## src/rtl/fp_exp_pipe_if.sv

```systemverilog
// Operand/result handshake bundle for the fp_exp_pipe exponent stage.
// The slave modport is the pipeline side and the master modport is the producer/consumer side.
interface fp_exp_pipe_if #(
    parameter int unsigned EXP_WIDTH = 8
);
    logic                 in_valid;
    logic                 in_ready;
    logic [EXP_WIDTH-1:0] exp_a;
    logic [EXP_WIDTH-1:0] exp_b;
    logic [1:0]           mant_hi;
    logic                 round_ovf;
    logic                 out_valid;
    logic                 out_ready;
    logic [EXP_WIDTH+1:0] exp_res;
    logic [3:0]           flags;

    modport slave (
        input  in_valid, exp_a, exp_b, mant_hi, round_ovf, out_ready,
        output in_ready, out_valid, exp_res, flags
    );

    modport master (
        output in_valid, exp_a, exp_b, mant_hi, round_ovf, out_ready,
        input  in_ready, out_valid, exp_res, flags
    );
endinterface

```

## src/rtl/fp_exp_pipe.sv

```systemverilog
// Two-stage product-exponent pipeline: biased sum with mantissa correction, then de-bias and classify.
// Define FP_EXP_SAT_EN to clamp overflow/underflow results; flags report either way.
module fp_exp_pipe #(
    parameter int unsigned IS_DOUBLE = 0,
    parameter int unsigned EXP_WIDTH = (IS_DOUBLE != 0) ? 11 : 8,
    parameter int unsigned BIAS      = (IS_DOUBLE != 0) ? 1023 : 127
) (
    input  logic          clk,
    input  logic          rst_n,
    fp_exp_pipe_if.slave  bus
);
    localparam int unsigned RW = EXP_WIDTH + 2;
    localparam logic [EXP_WIDTH-1:0] EXP_ONES = '1;
    localparam logic [RW-1:0] RES_MAX = RW'((2 ** EXP_WIDTH) - 1);
    localparam logic [RW-1:0] BIAS_W  = RW'(BIAS);

    typedef struct packed {
        logic [RW-1:0] sum;
        logic          is_zero;
        logic          is_special;
    } s1_t;

    logic          s1_valid_q, s1_valid_d;
    s1_t           s1_q, s1_d;
    logic          s2_valid_q, s2_valid_d;
    logic [RW-1:0] exp_res_q, exp_res_d;
    logic [3:0]    flags_q, flags_d;

    logic          s1_adv_c;
    logic          in_ready_c;
    logic [1:0]    corr_c;
    logic [RW-1:0] raw_c;
    logic          ovf_c;
    logic          unf_c;

    assign s1_adv_c   = !s2_valid_q || bus.out_ready;
    assign in_ready_c = !s1_valid_q || s1_adv_c;

    // Normalisation/rounding correction added to the exponent sum
    always_comb begin
        corr_c = 2'd0;
        case (bus.mant_hi)
            2'b00:   corr_c = 2'd0;
            2'b01:   corr_c = {1'b0, bus.round_ovf};
            2'b10:   corr_c = 2'd1;
            default: corr_c = bus.round_ovf ? 2'd2 : 2'd1;
        endcase
    end

    always_comb begin
        s1_valid_d = s1_valid_q;
        s1_d       = s1_q;
        if (in_ready_c) begin
            s1_valid_d = bus.in_valid;
            if (bus.in_valid) begin
                s1_d.sum        = RW'(bus.exp_a) + RW'(bus.exp_b) + RW'(corr_c);
                s1_d.is_zero    = (bus.exp_a == '0) || (bus.exp_b == '0);
                s1_d.is_special = (bus.exp_a == EXP_ONES) || (bus.exp_b == EXP_ONES);
            end
        end
    end

    // Raw result is signed; the sum is wide enough that the subtraction never wraps
    assign raw_c = s1_q.sum - BIAS_W;
    assign ovf_c = !raw_c[RW-1] && (raw_c >= RES_MAX);
    assign unf_c = raw_c[RW-1] || (raw_c == '0);

    always_comb begin
        s2_valid_d = s2_valid_q;
        exp_res_d  = exp_res_q;
        flags_d    = flags_q;
        if (s1_adv_c) begin
            s2_valid_d = s1_valid_q;
            if (s1_valid_q) begin
                if (s1_q.is_special) begin
                    exp_res_d = {2'b00, EXP_ONES};
                    flags_d   = 4'b1000;
                end else if (s1_q.is_zero) begin
                    exp_res_d = '0;
                    flags_d   = 4'b0100;
                end else begin
                    exp_res_d = raw_c;
                    flags_d   = {2'b00, ovf_c, unf_c};
`ifdef FP_EXP_SAT_EN
                    if (ovf_c) begin
                        exp_res_d = RES_MAX;
                    end else if (unf_c) begin
                        exp_res_d = '0;
                    end
`endif
                end
            end
        end
    end

    always_ff @(posedge clk or negedge rst_n) begin
        if (!rst_n) begin
            s1_valid_q <= 1'b0;
            s1_q       <= '0;
            s2_valid_q <= 1'b0;
            exp_res_q  <= '0;
            flags_q    <= '0;
        end else begin
            s1_valid_q <= s1_valid_d;
            s1_q       <= s1_d;
            s2_valid_q <= s2_valid_d;
            exp_res_q  <= exp_res_d;
            flags_q    <= flags_d;
        end
    end

    assign bus.in_ready  = in_ready_c;
    assign bus.out_valid = s2_valid_q;
    assign bus.exp_res   = exp_res_q;
    assign bus.flags     = flags_q;
endmodule

```

## src/flat_wrapper.sv

```systemverilog
// flat-port wrapper written by rule: the top's interface ports become plain ports
module fp_exp_pipe_flat 
#(
    parameter int unsigned IS_DOUBLE = 0,
    parameter int unsigned EXP_WIDTH = (IS_DOUBLE != 0) ? 11 : 8,
    parameter int unsigned BIAS      = (IS_DOUBLE != 0) ? 1023 : 127
)
  (clk, rst_n, bus_in_valid, bus_exp_a, bus_exp_b, bus_mant_hi, bus_round_ovf, bus_out_ready, bus_in_ready, bus_out_valid, bus_exp_res, bus_flags);
  fp_exp_pipe_if #(.EXP_WIDTH(EXP_WIDTH)) bus_i ();
  input  logic clk;
  input  logic rst_n;
  input wire logic [$bits(bus_i.in_valid)-1:0] bus_in_valid;
  input wire logic [$bits(bus_i.exp_a)-1:0] bus_exp_a;
  input wire logic [$bits(bus_i.exp_b)-1:0] bus_exp_b;
  input wire logic [$bits(bus_i.mant_hi)-1:0] bus_mant_hi;
  input wire logic [$bits(bus_i.round_ovf)-1:0] bus_round_ovf;
  input wire logic [$bits(bus_i.out_ready)-1:0] bus_out_ready;
  output wire logic [$bits(bus_i.in_ready)-1:0] bus_in_ready;
  output wire logic [$bits(bus_i.out_valid)-1:0] bus_out_valid;
  output wire logic [$bits(bus_i.exp_res)-1:0] bus_exp_res;
  output wire logic [$bits(bus_i.flags)-1:0] bus_flags;
  assign bus_i.in_valid = bus_in_valid;
  assign bus_i.exp_a = bus_exp_a;
  assign bus_i.exp_b = bus_exp_b;
  assign bus_i.mant_hi = bus_mant_hi;
  assign bus_i.round_ovf = bus_round_ovf;
  assign bus_i.out_ready = bus_out_ready;
  assign bus_in_ready = bus_i.in_ready;
  assign bus_out_valid = bus_i.out_valid;
  assign bus_exp_res = bus_i.exp_res;
  assign bus_flags = bus_i.flags;
  fp_exp_pipe #(.IS_DOUBLE(IS_DOUBLE), .EXP_WIDTH(EXP_WIDTH), .BIAS(BIAS)) u_core (.clk(clk), .rst_n(rst_n), .bus(bus_i));
endmodule
```

## config.mk

```make
export PLATFORM = sky130hd
export DESIGN_NAME = fp_exp_pipe_flat
export DESIGN_NICKNAME = d
export VERILOG_FILES = /design/src/rtl/fp_exp_pipe_if.sv /design/src/rtl/fp_exp_pipe.sv /design/src/flat_wrapper.sv
export SDC_FILE = /design/constraint.sdc
export NUM_CORES = 1
export LEC_CHECK = 0
export ABC_AREA = 0
export BUFFER_PORTS_ARGS = -buffer_cell sky130_fd_sc_hd__buf_2
export CAP_MARGIN = 10
export CORE_UTILIZATION = 55
export CTS_CLUSTER_DIAMETER = 60
export CTS_CLUSTER_SIZE = 24
export DETAILED_ROUTE_END_ITERATION = 16
export PLACE_DENSITY = 0.8
export SYNTH_ARGS = -nofsm -noshare
export SYNTH_HDL_FRONTEND = slang
export SYNTH_SLANG_ARGS = --single-unit
export TNS_END_PERCENT = 1
```

## constraint.sdc

```tcl
create_clock -name clk -period 1.75 [get_ports clk]
set_input_delay 0 -clock clk [delete_from_list [all_inputs] [get_ports clk]]
set_output_delay 0 -clock clk [all_outputs]
set_load 0.01 [all_outputs]
```

# After elaboration in Yosys (flattened, before gate mapping)
# Index checks and enable logic that the tools add are counted.
[totals]
ff_bits = 28
input_bits = 23
output_inout_bits = 16
[op_classes]
n_addsub = 3
order_cmp = 1
eq_ne = 4
muxes = 6
reduce_logical = 15
[op_table]
columns = ["operator", "count"]
rows = [
  ["10-bit 2-to-1 mux", 2],
  ["8-bit equality test, second input constant", 2],
  ["8-bit zero test", 2],
  ["10-bit by 2-bit adder with 10-bit output", 1],
  ["10-bit by 8-bit >= comparator with 1-bit output, second input constant", 1],
  ["10-bit zero test", 1],
  ["10-bit by 7-bit subtractor with 10-bit output, second input constant", 1],
  ["8-bit by 8-bit adder with 9-bit output", 1],
  ["2-bit case mux with 3 select lines", 1],
  ["1-bit logical OR", 5],
  ["4-bit 2-to-1 mux", 1],
  ["2-bit AND reduction", 2],
  ["1-bit zero test", 3],
  ["3-bit 2-to-1 mux", 1],
  ["2-bit by 1-bit equality test with 1-bit output, second input constant", 1],
  ["2-bit equality test, second input constant", 1],
  ["2-bit zero test", 1],
  ["2-bit 2-to-1 mux", 1],
  ["1-bit logical AND", 1],
]

# Longest topological paths before layout
# Gate-level depths: netlist (run 1).
[depth]
word_depth = 5
depth_mapped = 10

# Worst setup path before layout (run 1)
# Ideal clock, no wire load.
[synth_path]
path_type = "in2reg"
from = "input bus_exp_b[0]"
to = "register u_core.s1_q[11] (netlist bit)"
t_arrival_ns = 1.650
required_time_ns = 1.647
slack_ns = -0.004
stages = 9
n_path_buf = 0
cell_sequence = "ha_1 inv_1 fa_1 inv_1 ha_1 a21oi_1 and2b_1 nand3_2 o41ai_2"
[synth_between]
elab_chain_cells = 2
[synth_lines]
columns = ["item", "line", "text"]
rows = [
  ["from (decl)", "flat_wrapper.sv:14", "input wire logic [$bits(bus_i.exp_b)-1:0] bus_exp_b;"],
  ["8-bit by 8-bit adder with 9-bit output", "fp_exp_pipe.sv:56", "s1_d.sum = RW'(bus.exp_a) + RW'(bus.exp_b) + RW'(corr_c);"],
  ["10-bit by 2-bit adder with 10-bit output", "fp_exp_pipe.sv:56", ""],
  ["to (signal assigned)", "fp_exp_pipe.sv:99", "s1_q <= '0;"],
  ["to (signal assigned)", "fp_exp_pipe.sv:105", "s1_q <= s1_d;"],
  ["to (decl)", "fp_exp_pipe.sv:24", "s1_t s1_q, s1_d;"],
]
# No other way between the ends.
# A chain may end at the register's enable or synchronous reset.

# Worst setup path in the final report (run 1)
[layout_path]
from = "register u_core.s1_q[2] (netlist bit)"
to = "register u_core.flags_q[1] (netlist: u_core.bus.flags[1])"
[layout_between]
elab_chain_cells = 5
word_cells_on_any_way = 6
cone_classes = "add/sub (1); order compare (1); mux (2); reduce/logical (2)"
[layout_lines]
columns = ["item", "line", "text"]
rows = [
  ["10-bit by 7-bit subtractor with 10-bit output (*)", "fp_exp_pipe.sv:64", "assign raw_c = s1_q.sum - BIAS_W;"],
  ["10-bit by 8-bit >= comparator with 1-bit output / 1-bit zero test (equally long branches)", "fp_exp_pipe.sv:65", "assign ovf_c = !raw_c[RW-1] && (raw_c >= RES_MAX);"],
  ["1-bit logical AND (*)", "fp_exp_pipe.sv:65", ""],
  ["3-bit 2-to-1 mux (*)", "fp_exp_pipe.sv:78", "end else if (s1_q.is_zero) begin"],
  ["4-bit 2-to-1 mux (*)", "fp_exp_pipe.sv:75", "if (s1_q.is_special) begin"],
  ["to (signal assigned)", "fp_exp_pipe.sv:108", "flags_q <= flags_d;"],
  ["to (decl)", "fp_exp_pipe.sv:27", "logic [3:0] flags_q, flags_d;"],
]
# Mark *: on every way between the ends. The rest lies on a longest branch, timed or not.

==> flow_metrics.tcl, run 1 <==
set metrics [dict create \
    cts_sinks 28 \
    grt_use_total 0.238 \
    clk_latency_ns 0.32 \
    setup_ws_ns 0.0400 \
    drv_slew 0 \
    drive_above_1_share 0.314 \
    synth_edf_count 0 \
    wl_um 3930 \
    fillers 281 \
    switching_share 0.366 \
    p_leak_nw 1.15 \
    synth_flop_cell "dfrtp_1" \
    path_cells "buf_6 > inv_4 > ha_4 > nand2_2 > or3_4 > o41ai_2 > a32o_1" \
    syn_area_um2 1930 \
    hold_slack_ns 0.132 \
    p_total_mw 2.24 \
    grt_pass1_wl_um 6630 \
    crit_path_end_kind "register" \
    clk_pin_slew_worst_paths_ns 0.14 \
    synth_top_area_cell "dfrtp_1" \
    startpoint "u_core.s1_q[2]$_DFFE_PN0P_" \
    finalCritPeriodShare 0.977 \
    multi_input_area_um2 1200 \
    root_buffer "clkbuf_4" \
    fmax_mhz 585 \
    htree_levels 1 \
    fin_area_um2 2420 \
    cts_tree "done" \
    antenna_found_initial 0 \
    pre_cts_ws_ns -0.252 \
    seqPwrFrac 0.416 \
    synthCells 213 \
    hold_class "in2reg" \
    n_antenna_cell 0 \
    grt_overflow 0 \
    register_area_um2 704 \
    worstSetupPathType "reg2reg" \
    cp_slowest_cell "dfrtp_2" \
    period_needed_ns 1.71 \
    placed_area_um2 2290 \
    ir_drop_v 0.000368 \
    dp_hpwl_um 3110 \
    startpoint_type "register" \
    die-area_um2 3750 \
    p_per_area_nw_per_um2 928 \
    numCtsBuffers 3 \
    p_int_mw 1.42 \
    yosysMostFrequentCell "nand2_1" \
    min-delay-start "bus_exp_b[6]" \
    drt_iter0_drc 62 \
    start_util 0.578 \
    first_pass_iters 4 \
    grt_pass1_vias 1594 \
    num_vias 1687 \
    grt_max_degree 29 \
    ys_seq_area_frac 0.363 \
    ys_warn_count 0 \
    synth_top_area_frac 0.363 \
    crit_path_max_incr_delay_ns 0.48 \
    ys_async_sr_fraction 1.00 \
    comb_power_share 0.445 \
    cts_buffer_depth 2 \
    core_um2 3340 \
    cp.arrival_ns 1.99 \
    slew_headroom 0.605 \
    rsz0062_at_grt "true" \
    stdcell_count 320 \
    finalClockSkew_ns 0.00307 \
    rows 21 \
    required_ns 2.03 \
    setup_viol 0 \
    fp.dieW_um 61.2 \
    r2r-start "u_core.s1_q[2]$_DFFE_PN0P_" \
    maxCapViolations 0 \
    drc_errors 0 \
    crit_path_max_fanout 4 \
    gp_congestion 0.761 \
    wl_per_cell_um 12.3 \
    dpl.cell_count 311 \
    ys_top_cells_by_area "dfrtp_1 36%, ha_1 8.4%, nand2_1 5.8%" \
    synth_seq_cells 28 \
    outcome "complete, no violations" \
    fin_nets 313 \
    synth_commonest_cells "30 x nand2_1, 28 x dfrtp_1, 24 x nor2_1" \
    syn-num-nets 251 \
    synth.distinct_cells 44 \
    viasPerCell 5.27 \
    io_pins 39 \
    synth_area_per_cell_um2 9.05 \
    clock_power_share 0.139 \
    p_sw_mw 0.821 \
    ant_nets 0 \
    syn_to_final_growth_pct 25.5 \
    max_slew.worst_pin.slew_ns 0.593 \
    io_buffers 38 \
    die_h_um 61.2 \
    hold_violations 0 \
]
sequential cells by signal, summed over array words and instances (netlist names):
register              cells
u_core.bus.flags          4
u_core.bus.out_valid      1
u_core.bus.exp_res       10
u_core.s1_q              12
u_core.s1_valid_q         1
cells in the final DEF, fill, tap and decap left out, drive strengths merged, types with 3 or more instances in the layout:
cell type	n
ha	13
and3	3
a21o	4
mux2	3
clkbuf	4
nor2	24
nand2b	5
nand4	7
xnor2	11
dfrtp	28
o21ai	20
a31oi	4
dlygate4sd3	4
nand2	30
a21oi	4
nor3	4
xor2	11
nand3	5
inv	8
buf	59
o41ai	3
cell families (layout without fill, tap and decap cells):
| group | count (synthesis) | in the layout | synth area share |
|---|---|---|---|
| compound gates | 39 | 39 | 0.136 |
| xor+xnor | 22 | 22 | 0.104 |
| mux | 3 | 3 | 0.0175 |
| flops | 28 | 28 | 0.363 |
| simple gates | 92 | 92 | 0.238 |
| buf+inv | 14 | 75 | 0.0357 |
| fa+ha+maj | 15 | 15 | 0.105 |
per-layer routing:
metal  global-route usage  wire length, um  vias to the layer above
met5                    0                0                        -
met4               0.0552               24                        0
met3               0.0273               94                        2
met2                0.477             2170                       40
met1                0.264             1640                      781
li1                     -                -                      864
worst max-delay path, delay by kind of cell (launching register included):
family	cells	cell delay (ns)
fa+ha+maj	1	0.12
compound gates	2	0.50
simple gates	2	0.40
buf+inv	2	0.19
flops	1	0.48
worst paths after layout:
path / to / slack, ns / cells after the start
worst min register to register: u_core.bus.exp_res[9]$_DFFE_PN0P_ / 0.49 / 1
min in group asynchronous: u_core.bus.exp_res[7]$_DFFE_PN0P_ / 0.19 / 2
worst min-delay path: u_core.s1_q[1]$_DFFE_PN0P_ / 0.13 / 4
worst max register to register: u_core.bus.flags[1]$_DFFE_PN0P_ / 0.04 / 7
max in group asynchronous: u_core.s1_q[4]$_DFFE_PN0P_ / 1.14 / 2
worst max-delay path: u_core.bus.flags[1]$_DFFE_PN0P_ / 0.04 / 7
power by group through the flow:
stage	clock [mW]	combinational (mW)	sequential [mW]
finish	0.312	0.999	0.934
global route	0.348	1.12	0.961
CTS	0.315	0.942	0.918
detailed placement	0	0.928	0.933
global placement	0	0.899	0.926
floorplan	0	0.519	0.984
final cells by class:
class / count / share of cell area
Clock buffer: 4 / 0.0150
Inverter: 8 / 0.0134
Sequential cell: 28 / 0.291
Tap cell: 46 / 0.0238
Timing Repair Buffer: 63 / 0.162
Multi-Input combinational cell: 171 / 0.495
timing repair:
item,4_1_cts,5_1_grt
gates resized for setup,0,14
hold endpoints to repair,30,0
buffers inserted,0,1
setup endpoints to repair,0,3
hold buffers,4,0
through the flow:
step | util | TNS (ns)
after floorplan | - | 0
after global routing | 0.725 | -0.0284
after detailed placement | 0.685 | -1.21
after CTS | 0.708 | 0
final | 0.725 | 0
after global placement | 0.685 | -0.679
(Power assumes the default switching activity.)
==> run 2: changes to the inputs <==
CORE_UTILIZATION = 59   (was 55)
PLACE_DENSITY = 0.85   (was 0.8)
REMOVE_ABC_BUFFERS = 1   (was unset)
clock period = 2.1 ns   (was 1.75 ns; I/O delays follow)
==> flow_metrics.tcl, run 2 (same netlist as run 1, synthesis figures left out) <==
set metrics [dict create \
    startpoint_type "register" \
    outcome "complete, no violations" \
    crit_path_max_incr_delay_ns 0.49 \
    fin_area_um2 2210 \
    num_vias 1582 \
    dp_hpwl_um 2790 \
    fin_nets 294 \
    ir_drop_v 0.000314 \
    rows 20 \
    final_cell_mix "38 x buf_2, 30 x nand2_1, 28 x dfrtp_1" \
    path_buf_inv 0 \
    clk_latency_ns 0.33 \
    comb_power_share 0.402 \
    core_um2 3080 \
    fp.dieW_um 59.2 \
    maxCapViolations 0 \
    p_int_mw 1.05 \
    viasPerCell 5.31 \
    wl_per_cell_um 11.8 \
    cts_tree "done" \
    stdcell_count 298 \
    die_h_um 59.2 \
    io_pins 39 \
    io_buffers 38 \
    cp_slowest_cell "dfrtp_1" \
    cpLargestDelayFamily "flip-flops" \
    path_cells "ha_1 > xnor2_1 > or3_1 > o41ai_2 > a32o_1" \
    antenna_found_initial 0 \
    crit_path_max_fanout 8 \
    hold_violations 0 \
    numCtsBuffers 3 \
    drv_slew 0 \
    p_sw_mw 0.621 \
    clk_pin_slew_worst_paths_ns 0.13 \
    p_per_area_nw_per_um2 753 \
    seqPwrFrac 0.471 \
    cts_buffer_depth 2 \
    grt_max_degree 29 \
    slew_headroom 0.605 \
    drt_iter0_drc 54 \
    drive_above_1_share 0.220 \
    setup_viol 0 \
    htree_levels 1 \
    syn_to_final_growth_pct 14.7 \
    p_leak_nw 1.05 \
    worstSetupPathType "reg2reg" \
    final_core_util 0.719 \
    drc_errors 0 \
    cp.arrival_ns 2.09 \
    largest_reg_flops 12 \
    dpl.cell_count 291 \
    grt_pass1_vias 1459 \
    finalCritPeriodShare 0.864 \
    crit_path_end_kind "register" \
    wl_um 3520 \
    hold_class "in2reg" \
    fmax_mhz 551 \
    required_ns 2.37 \
    grt_overflow 0 \
    n_antenna_cell 0 \
    gp_congestion 0.725 \
    period_needed_ns 1.81 \
    r2r_setup_slack_ns 0.29 \
    cts_sinks 28 \
    first_pass_iters 4 \
    grt_use_total 0.231 \
    switching_share 0.373 \
    grt_pass1_wl_um 6060 \
    ant_nets 0 \
    p_total_mw 1.67 \
    root_buffer "clkbuf_4" \
    placed_area_um2 2150 \
    tns_ns 0 \
    clock_power_share 0.127 \
    max_slew.worst_pin.slew_ns 0.593 \
    die-area_um2 3500 \
    final_common_cell "buf_2" \
    rsz0062_at_grt "false" \
    start_util 0.626 \
    finalClockSkew_ns 0.00481 \
    top_register "u_core.s1_q" \
]
## run 2: changes by cell type in the layout (fill, tap and decap cells not counted), sizes merged
cell / before / now
buf: 59 / 40
clkbuf: 4 / 3
## run 2: repair_timing
item,in CTS,in global routing
gates resized for setup,0,0
hold buffers,4,0
setup buffers,0,0
hold endpoints to repair,30,0
## run 2: worst register-to-register path, delay by kind of cell (launching register included)
kind | cells | cell delay [ns]
XOR/XNOR | 1 | 0.16
adder cells (fa/ha/maj) | 1 | 0.29
AO/OA/AOI/OAI | 2 | 0.42
flip-flops | 1 | 0.49
AND/OR/NAND/NOR | 1 | 0.38
## run 2: worst paths after layout
path / startpoint / to / cells past startpoint
worst min-delay path: bus_exp_b[1] / u_core.s1_q[0]$_DFFE_PN0P_ / 5
worst max-delay path: u_core.s1_q[2]$_DFFE_PN0P_ / u_core.bus.flags[1]$_DFFE_PN0P_ / 5
min in group asynchronous: rst_n / u_core.bus.flags[3]$_DFFE_PN0P_ / 2
worst min register to register: u_core.bus.exp_res[3]$_DFFE_PN0P_ / u_core.bus.exp_res[3]$_DFFE_PN0P_ / 2
max in group asynchronous: rst_n / u_core.bus.exp_res[9]$_DFFE_PN0P_ / 2
worst max register to register: u_core.s1_q[2]$_DFFE_PN0P_ / u_core.bus.flags[1]$_DFFE_PN0P_ / 5
## run 2: final cells by class
type                            instances  area, um^2
Tap cell                               44        55.1
Multi-Input combinational cell        171        1160
Fill cell                             276         866
Sequential cell                        28         701
Clock buffer                            3        22.5
Timing Repair Buffer                   44         245
Inverter                                8        30.0
## run 2: power by group through the flow
stage / logic, mW / registers (mW) / clock network (mW)
floorplan: 0.423 / 0.821 / 0
global placement: 0.647 / 0.786 / 0
detailed placement: 0.670 / 0.796 / 0
CTS: 0.678 / 0.785 / 0.218
global route: 0.775 / 0.807 / 0.236
finish: 0.670 / 0.785 / 0.211
## run 2: through the flow
step                      hold slack [ns]  worst slack (ns)
after floorplan                    -0.296             0.346
after global placement             0.0308             0.171
after detailed placement           0.0337            0.0710
after CTS                          0.0811             0.286
after global routing                0.131             0.205
final                              0.0880             0.286
## run 2: routing by layer
metal,GRT usage,part of all wire,up-vias
li1,-,-,823
met1,0.233,0.40,717
met2,0.472,0.55,37
met3,0.0197,0.023,5
met4,0.0986,0.019,0
met5,0,0,-
==> run 3: changes to the inputs <==
RECOVER_POWER = 50   (was unset)
==> flow_metrics.tcl, run 3 (same netlist as run 1, synthesis figures left out) <==
set metrics [dict create \
    max_slew.worst_pin.slew_ns 1.41 \
    drive_above_1_share 0.189 \
    grt_use_total 0.231 \
    n_antenna_cell 0 \
    clk_pin_slew_worst_paths_ns 0.13 \
    first_pass_iters 4 \
    core_um2 3080 \
    grt_max_degree 29 \
    p_total_mw 1.66 \
    numCtsBuffers 3 \
    startpoint_type "register" \
    ant_nets 0 \
    fin_nets 294 \
    antenna_found_initial 0 \
    placed_area_um2 2150 \
    gp_congestion 0.725 \
    rsz0062_at_grt "false" \
    htree_levels 1 \
    maxCapViolations 0 \
    worstSetupPathType "reg2reg" \
    root_buffer "clkbuf_4" \
    io_buffers 38 \
    viasPerCell 5.32 \
    tns_ns 0 \
    hold_violations 0 \
    hold_class "in2reg" \
    grt_pass1_wl_um 6060 \
    syn_to_final_growth_pct 14.2 \
    crit_path_end_kind "register" \
    dp_hpwl_um 2790 \
    largest_reg_flops 12 \
    die-area_um2 3500 \
    io_pins 39 \
    fp.dieW_um 59.2 \
    start_util 0.626 \
    num_vias 1584 \
    grt_overflow 0 \
    fmax_mhz 551 \
    finalCritPeriodShare 0.864 \
    grt_pass1_vias 1459 \
    clk_latency_ns 0.33 \
    ir_drop_v 0.000314 \
    drv_slew 0 \
    final_core_util 0.715 \
    setup_viol 0 \
    drt_iter0_drc 54 \
    top_register "u_core.s1_q" \
    wl_um 3530 \
    p_per_area_nw_per_um2 752 \
    p_leak_nw 1.02 \
    post_cts_buffers 0 \
    period_needed_ns 1.81 \
    cts_tree "done" \
    slew_headroom 0.0610 \
    fin_area_um2 2200 \
    required_ns 2.37 \
    wl_per_cell_um 11.8 \
    finalClockSkew_ns 0.00722 \
    final_cell_mix "30 x nand2_1, 30 x buf_2, 28 x dfrtp_1" \
    cp.arrival_ns 2.08 \
    crit_path_max_fanout 8 \
    die_h_um 59.2 \
    rows 20 \
    outcome "complete, no violations" \
    drc_errors 0 \
    cts_buffer_depth 2 \
    cts_sinks 28 \
]
==> run 3: changes by cell type in the layout (fill, tap and decap cells not counted) <==
| cell | delta |
|---|---|
| buf_2 | -8 |
| clkbuf_1 | +8 |
==> run 3: critical path: stages (launching register included) <==
cell	delay, ns
dfrtp_1	0.50
ha_1	0.29
xnor2_1	0.16
or3_1	0.38
o41ai_2	0.22
a32o_1	0.20
==> run 3: cell type report <==
type                    instances  area, um^2
multi-input cells             171        1160
fillers                       280         876
flip-flops and latches         28         701
repair buffers                 44         235
well taps                      44        55.1
inverters                       8        30.0
clock buffers                   3        22.5
==> run 3: routing by layer <==
layer / GRT usage / wire [um] / vias to the layer above
met5: 0 / 0 / -
met4: 0.0986 / 62 / 0
met3: 0.0197 / 88 / 5
met2: 0.472 / 1950 / 37
met1: 0.233 / 1430 / 716
li1: - / - / 826
==> run 3: final timing paths <==
| kind | slack, ns | to | cells after the start | startpoint |
|---|---|---|---|---|
| min in group asynchronous | 0.52 | u_core.bus.flags[3]$_DFFE_PN0P_ | 2 | rst_n |
| hold / removal | 0.09 | u_core.s1_q[0]$_DFFE_PN0P_ | 5 | bus_exp_b[1] |
| max in group asynchronous | 0.76 | u_core.bus.exp_res[9]$_DFFE_PN0P_ | 2 | rst_n |
| hold reg to reg | 0.49 | u_core.bus.exp_res[3]$_DFFE_PN0P_ | 2 | u_core.bus.exp_res[3]$_DFFE_PN0P_ |
| setup reg to reg | 0.29 | u_core.bus.flags[1]$_DFFE_PN0P_ | 5 | u_core.s1_q[2]$_DFFE_PN0P_ |
| setup / recovery | 0.29 | u_core.bus.flags[1]$_DFFE_PN0P_ | 5 | u_core.s1_q[2]$_DFFE_PN0P_ |
==> run 3: what timing repair did <==
action                                 CTS  global route
endpoints found under the hold margin   30             0
resized for setup                        0             0
hold buffers                             4             0
==> run 3: metrics by stage <==
stage	hold slack (ns)	setup slack, ns	cells
after floorplan	-0.296	0.346	207
after global placement	0.0308	0.171	291
after detailed placement	0.0337	0.0710	291
after CTS	0.0811	0.286	298
after global routing	0.131	0.205	298
final	0.0882	0.287	298
==> run 3: power by group <==
group | total [mW] | internal (mW) | switching (mW)
Clock | 0.209 | 0.0675 | 0.142
Combinational | 0.660 | 0.297 | 0.363
Sequential | 0.786 | 0.670 | 0.116
